--- config.mk ---
export PLATFORM = sky130hd
export DESIGN_NAME = pc_unit
export DESIGN_NICKNAME = d
export VERILOG_FILES = /design/src/rtl/pc_unit.sv
export SDC_FILE = /design/constraint.sdc
export NUM_CORES = 1
export LEC_CHECK = 0
export BUFFER_PORTS_ARGS = -buffer_cell sky130_fd_sc_hd__buf_2
export CAP_MARGIN = 20
export CORE_UTILIZATION = 40
export DETAILED_ROUTE_END_ITERATION = 8
export PLACE_DENSITY = 0.68
export SYNTH_ARGS = -nofsm -noshare
export SYNTH_HDL_FRONTEND = slang
export SYNTH_SLANG_ARGS = --single-unit
export TNS_END_PERCENT = 30
--- constraint.sdc ---
create_clock -name clk -period 3.55 [get_ports clk]
set_clock_uncertainty 0.2 [all_clocks]
set_input_delay 0.1775 -clock clk [delete_from_list [all_inputs] [get_ports clk]]
set_output_delay 0.1775 -clock clk [all_outputs]
set_load 0.005 [all_outputs]
--- src/rtl/pc_unit.sv ---
// Program counter for the fetch stage: next-PC selection,
// run/halt/step debug control and address breakpoints.
module pc_unit #(
  parameter int WIDTH = 32,
  parameter logic [WIDTH-1:0] RESET_VECTOR = '0,
  parameter logic [31:0] EXC_VECTOR = 32'h0000_0180,
  parameter int INC = 4,
  parameter int NUM_BP = 4,
  parameter int BPW = (NUM_BP > 1) ? $clog2(NUM_BP) : 1
) (
  input  logic             clk,
  input  logic             rst_n,
  input  logic             pcwrite,
  input  logic             redirect_valid,
  input  logic [WIDTH-1:0] redirect_pc,
  input  logic             exc_valid,
  input  logic             dbg_halt_req,
  input  logic             dbg_resume,
  input  logic             dbg_step,
  input  logic             bp_wr_en,
  input  logic [BPW-1:0]   bp_wr_idx,
  input  logic [WIDTH-1:0] bp_wr_addr,
  input  logic             bp_wr_enable,
  output logic [WIDTH-1:0] pc,
  output logic [WIDTH-1:0] pc_plus,
  output logic             halted,
  output logic             bp_hit,
  output logic [BPW-1:0]   bp_hit_idx
);

  localparam logic [WIDTH-1:0] EXC_W = WIDTH'(EXC_VECTOR);
  localparam logic [WIDTH-1:0] INC_W = WIDTH'(INC);

  typedef enum logic [1:0] {
    RUN    = 2'd0,
    HALTED = 2'd1,
    STEP   = 2'd2
  } state_t;

  state_t           state_q, state_d;
  logic [WIDTH-1:0] pc_q, pc_d;
  logic             skip_q, skip_d;
  logic             hit_q, hit_d;
  logic [BPW-1:0]   idx_q, idx_d;
  logic             halted_q;

  logic             bp_en_q   [NUM_BP];
  logic [WIDTH-1:0] bp_addr_q [NUM_BP];

  logic             match;
  logic [BPW-1:0]   match_idx;
  logic             upd;
  logic [WIDTH-1:0] cand;

  assign pc_plus    = pc_q + INC_W;
  assign pc         = pc_q;
  assign halted     = halted_q;
  assign bp_hit     = hit_q;
  assign bp_hit_idx = idx_q;

  // Breakpoint compare; scan high to low so the lowest slot wins.
  always_comb begin
    match     = 1'b0;
    match_idx = '0;
    for (int i = NUM_BP - 1; i >= 0; i--) begin
      if (bp_en_q[i] && (bp_addr_q[i] == pc_q)) begin
        match     = 1'b1;
        match_idx = BPW'(i);
      end
    end
  end

  // Next-PC candidate and debug state machine.
  always_comb begin
    state_d = state_q;
    pc_d    = pc_q;
    skip_d  = skip_q;
    hit_d   = 1'b0;
    idx_d   = idx_q;
    upd     = exc_valid | pcwrite;
    if (exc_valid) begin
      cand = EXC_W;
    end else if (redirect_valid) begin
      cand = redirect_pc;
    end else begin
      cand = pc_plus;
    end
    case (state_q)
      RUN: begin
        if (exc_valid) begin
          pc_d   = EXC_W;
          skip_d = 1'b0;
        end else if (dbg_halt_req) begin
          state_d = HALTED;
        end else if (match && !skip_q) begin
          state_d = HALTED;
          hit_d   = 1'b1;
          idx_d   = match_idx;
        end else if (upd) begin
          pc_d   = cand;
          skip_d = 1'b0;
        end
      end
      HALTED: begin
        if (dbg_resume) begin
          state_d = RUN;
          skip_d  = 1'b1;
        end else if (dbg_step) begin
          state_d = STEP;
        end
      end
      STEP: begin
        if (upd) begin
          pc_d    = cand;
          skip_d  = 1'b0;
          state_d = HALTED;
        end
      end
      default: state_d = RUN;
    endcase
  end

  // Core state registers.
  always_ff @(posedge clk or negedge rst_n) begin
    if (!rst_n) begin
      state_q  <= RUN;
      pc_q     <= RESET_VECTOR;
      skip_q   <= 1'b0;
      hit_q    <= 1'b0;
      idx_q    <= '0;
      halted_q <= 1'b0;
    end else begin
      state_q  <= state_d;
      pc_q     <= pc_d;
      skip_q   <= skip_d;
      hit_q    <= hit_d;
      idx_q    <= idx_d;
      halted_q <= (state_d == HALTED);
    end
  end

  // Breakpoint slots; out-of-range indices match no slot.
  always_ff @(posedge clk or negedge rst_n) begin
    if (!rst_n) begin
      for (int i = 0; i < NUM_BP; i++) begin
        bp_en_q[i]   <= 1'b0;
        bp_addr_q[i] <= '0;
      end
    end else begin
      for (int i = 0; i < NUM_BP; i++) begin
        if (bp_wr_en && (bp_wr_idx == BPW'(i))) begin
          bp_en_q[i]   <= bp_wr_enable;
          bp_addr_q[i] <= bp_wr_addr;
        end
      end
    end
  end

endmodule

==> run metrics <==
status finished, final reports clean; Row Count 56; max-capacitance violation count 0; Max-slew headroom 39.0%; area grow syn2layout 25.1%; Detail Route Antenna Nets 0; I/O Pins 144; reg2reg end bp_hit_idx[0]$_DFFE_PN0P_; CTS clk-pin slew, worst paths 0.07 ns; first-pass GRT wire length 45.7 mm; die area 24600 sq um; prevailing post-synth register cell dfrtp_1; DR vias 7550; fmax 297 MHz; post-route clock period utilization 94.7%; CP peak stage delay 0.57 ns; CP arrival 2.99 ns; H-tree levels 4; post-synth top area share 44.7%; number of flops mapped to enable cells by yosys 0; initial antenna violation count 1; worst IR drop on VDD 258 uV; total track usage 25.8%; Gate Count Post-Synth 854; sequential area share after synthesis 44.7%; GPL Wtd Cong 0.952; CTS Buffer Depth 2; CTS root buf clkbuf_16; Syn Std Cell Area 9570 sq um; Lkg Pwr 5.44 nW; final WL 30.7 mm; pwr/cell area 635 nW/um^2; CP max FO 7; CTS Buf Count 17; dpl cells 1299; hold violation total from the final report 0; Synth area leaders dfrtp_1 45%, mux2_2 16%, xor2_1 8.8%; R2R depth 7; vias per cell 5.42; Hold WC Path Type in -> reg; Clock Sink Count 171; dpl hpwl 23.3 mm; Ys Warns 0; Yosys top cell by area dfrtp_1; largest net degree at the start of global routing 97; post-route DRC violation count 0; Starting Density 40.8%; crit-path cells buf_4 -> nand4_1 -> nor3_1 -> buf_4 -> and3_1 -> nand4_1 -> nor2_1 -> xor2_1 -> buf_2; Critical Path Sink Type output port; worst hold path depth 3; Hold Path End state_q[1]$_DFF_PN0_; WS Path Type reg -> out; R2R setup slack 0.28 ns; FILL cells 2069; die width 157 um; DIE HEIGHT 157 um; FF+latch count, synth 171; flip-flop and latch area 4280 sq um; ANT cells 0; HP Start exc_valid; drt wl/cell 22.0 um; drt pass-1 iters 5; final slew viol count 0; Starting DRT DRC Count 498; RR Startpoint pc[9]$_DFFE_PN0P_; Skew-Pair Late Insertion Delay 0.44 ns; final setup fails 0; worst path bufs/invs 3; multi-input combinational cell area 5000 sq um; CTS tree yes; core area 23500 sq um; Worst-Margin Slew 0.915 ns; synthesized area per cell 11.2 sq um; Critical Path RT 3.17 ns; vias in the first global route 7561; nets 1142; CP max-delay cell dfrtp_1; setup_tns 0 ns; Critical Path Start Type register; Post-synth ARST share 100%; PostCTS Resize Cnt 0; Final Critical Period 3.36 ns; proportion of layout cells with a drive suffix above 1 34.1%; syn nets 935; Port Buf Inserts 143; Cell variety after synth 62; RSZ-0062 raised after global routing false; Crit path max-delay family simple AND/OR/NAND/NOR gates; total gr overflow 0; final cell count without fillers 1392
## synth_stat cells, drive strengths merged, types with 5 or more instances
| library cell | instances |
|---|---|
| dfrtp | 171 |
| mux2 | 141 |
| xor2 | 96 |
| xnor2 | 59 |
| clkbuf | 47 |
| nand2 | 36 |
| nor4 | 36 |
| nand4 | 26 |
| nor2 | 25 |
| nand3 | 19 |
| mux2i | 18 |
| buf | 16 |
| o2bb2ai | 16 |
| a21oi | 14 |
| nand2b | 13 |
| o21ai | 11 |
| inv | 10 |
| nor3 | 10 |
| a22oi | 9 |
| or4 | 8 |
| and3 | 7 |
| nand4b | 7 |
| o31ai | 7 |
| nand3b | 6 |
| ha | 5 |
| nor2b | 5 |
## cells in the final DEF (no fill, tap or decap), drive strengths merged, types with 13 or more instances in the layout
master | netlist | final
buf | 16 | 189
dfrtp | 171 | 171
mux2 | 141 | 141
xor2 | 96 | 96
dlygate4sd3 | 0 | 62
xnor2 | 59 | 59
nand2 | 36 | 36
nor4 | 36 | 36
nand4 | 26 | 26
nor2 | 25 | 25
clkbuf | 47 | 21
nand3 | 19 | 19
mux2i | 18 | 18
o2bb2ai | 16 | 16
a21oi | 14 | 14
nand2b | 13 | 13
## state kept, by name, indices dropped and copies added (netlist names)
| name | cells |
|---|---|
| bp_hit_idx | 2 |
| bp_en_q | 4 |
| halted | 1 |
| skip_q | 1 |
| bp_addr_q | 128 |
| pc | 32 |
| state_q | 2 |
| bp_hit | 1 |
## final cells by class
cell class	instances	share of cell area, %
clock inverters	10	0.784
clock buffers	21	3.76
repair buffers	251	14.3
well taps	319	3.33
inverters	10	0.313
multi-input cells	610	41.8
flip-flops and latches	171	35.7
## through the flow
step	setup slack, ns	cell area [sq um]	total power, W	util [%]	hold slack [ns]
after detailed placement	0.323	10800	0.00576	46.1	0.157
after global placement	0.340	10800	0.00573	46.1	0.146
after floorplan	0.278	9570	0.00448	-	-0.318
final	0.187	12000	0.00760	51.0	0.0342
after CTS	0.234	12000	0.00759	51.0	0.00437
after global routing	0.0158	12000	0.00793	51.0	0.0280
## worst register-to-register path: stages (launching register included)
cell and delay (ns):
dfrtp_1 0.39, xor2_1 0.19, or4_1 0.50, or4b_1 0.53, or4_4 0.53, a41oi_2 0.20, nor3b_4 0.24, mux2_2 0.36
## where the power goes
part	switching (W)	total (W)	leakage (nW)	internal (W)
Combinational	0.00165	0.00297	3.11	0.00132
Sequential	0.000518	0.00287	2.09	0.00236
Clock	0.000780	0.00176	0.248	0.000978
Total	0.00295	0.00760	5.44	0.00465
## how the worst max path moves through the flow
stage	from	end	slack, ns	cells after the start
floorplan	pc[15]$_DFFE_PN0P_	bp_hit_idx[0]$_DFFE_PN0P_	0.28	8
global placement	pc[29]$_DFFE_PN0P_	pc[28]$_DFFE_PN0P_	0.34	10
detailed placement	pc[15]$_DFFE_PN0P_	bp_hit_idx[0]$_DFFE_PN0P_	0.32	7
CTS	pc[2]$_DFFE_PN0P_	pc_plus[30]	0.23	10
global route	pc[5]$_DFFE_PN0P_	pc_plus[29]	0.02	9
finish	pc[5]$_DFFE_PN0P_	pc_plus[31]	0.19	9
## cell families (layout without fill, tap and decap cells)
group | after synthesis | after routing | synth area share, %
and+or+nand+nor | 215 | 215 | 13.0
DFF | 171 | 171 | 44.7
buffers and inverters | 73 | 292 | 3.12
AOI/OAI and AO/OA | 76 | 76 | 5.86
muxes | 159 | 159 | 18.5
xor gates and xnor gates | 155 | 155 | 14.2
adders and majority gates | 5 | 5 | 0.654
## routing by layer
| metal | wire, um | global-route usage [%] |
|---|---|---|
| met5 | 0 | 0 |
| met1 | 14200 | 35.0 |
| met3 | 1380 | 4.24 |
| met4 | 846 | 9.71 |
| met2 | 14200 | 41.3 |
## what timing repair did
action / CTS / global route
hold buffers: 62 / 0
endpoints found under the hold margin: 257 / 0
setup buffers: 0 / 0
No activity file was read; power rests on OpenSTA's default activity.
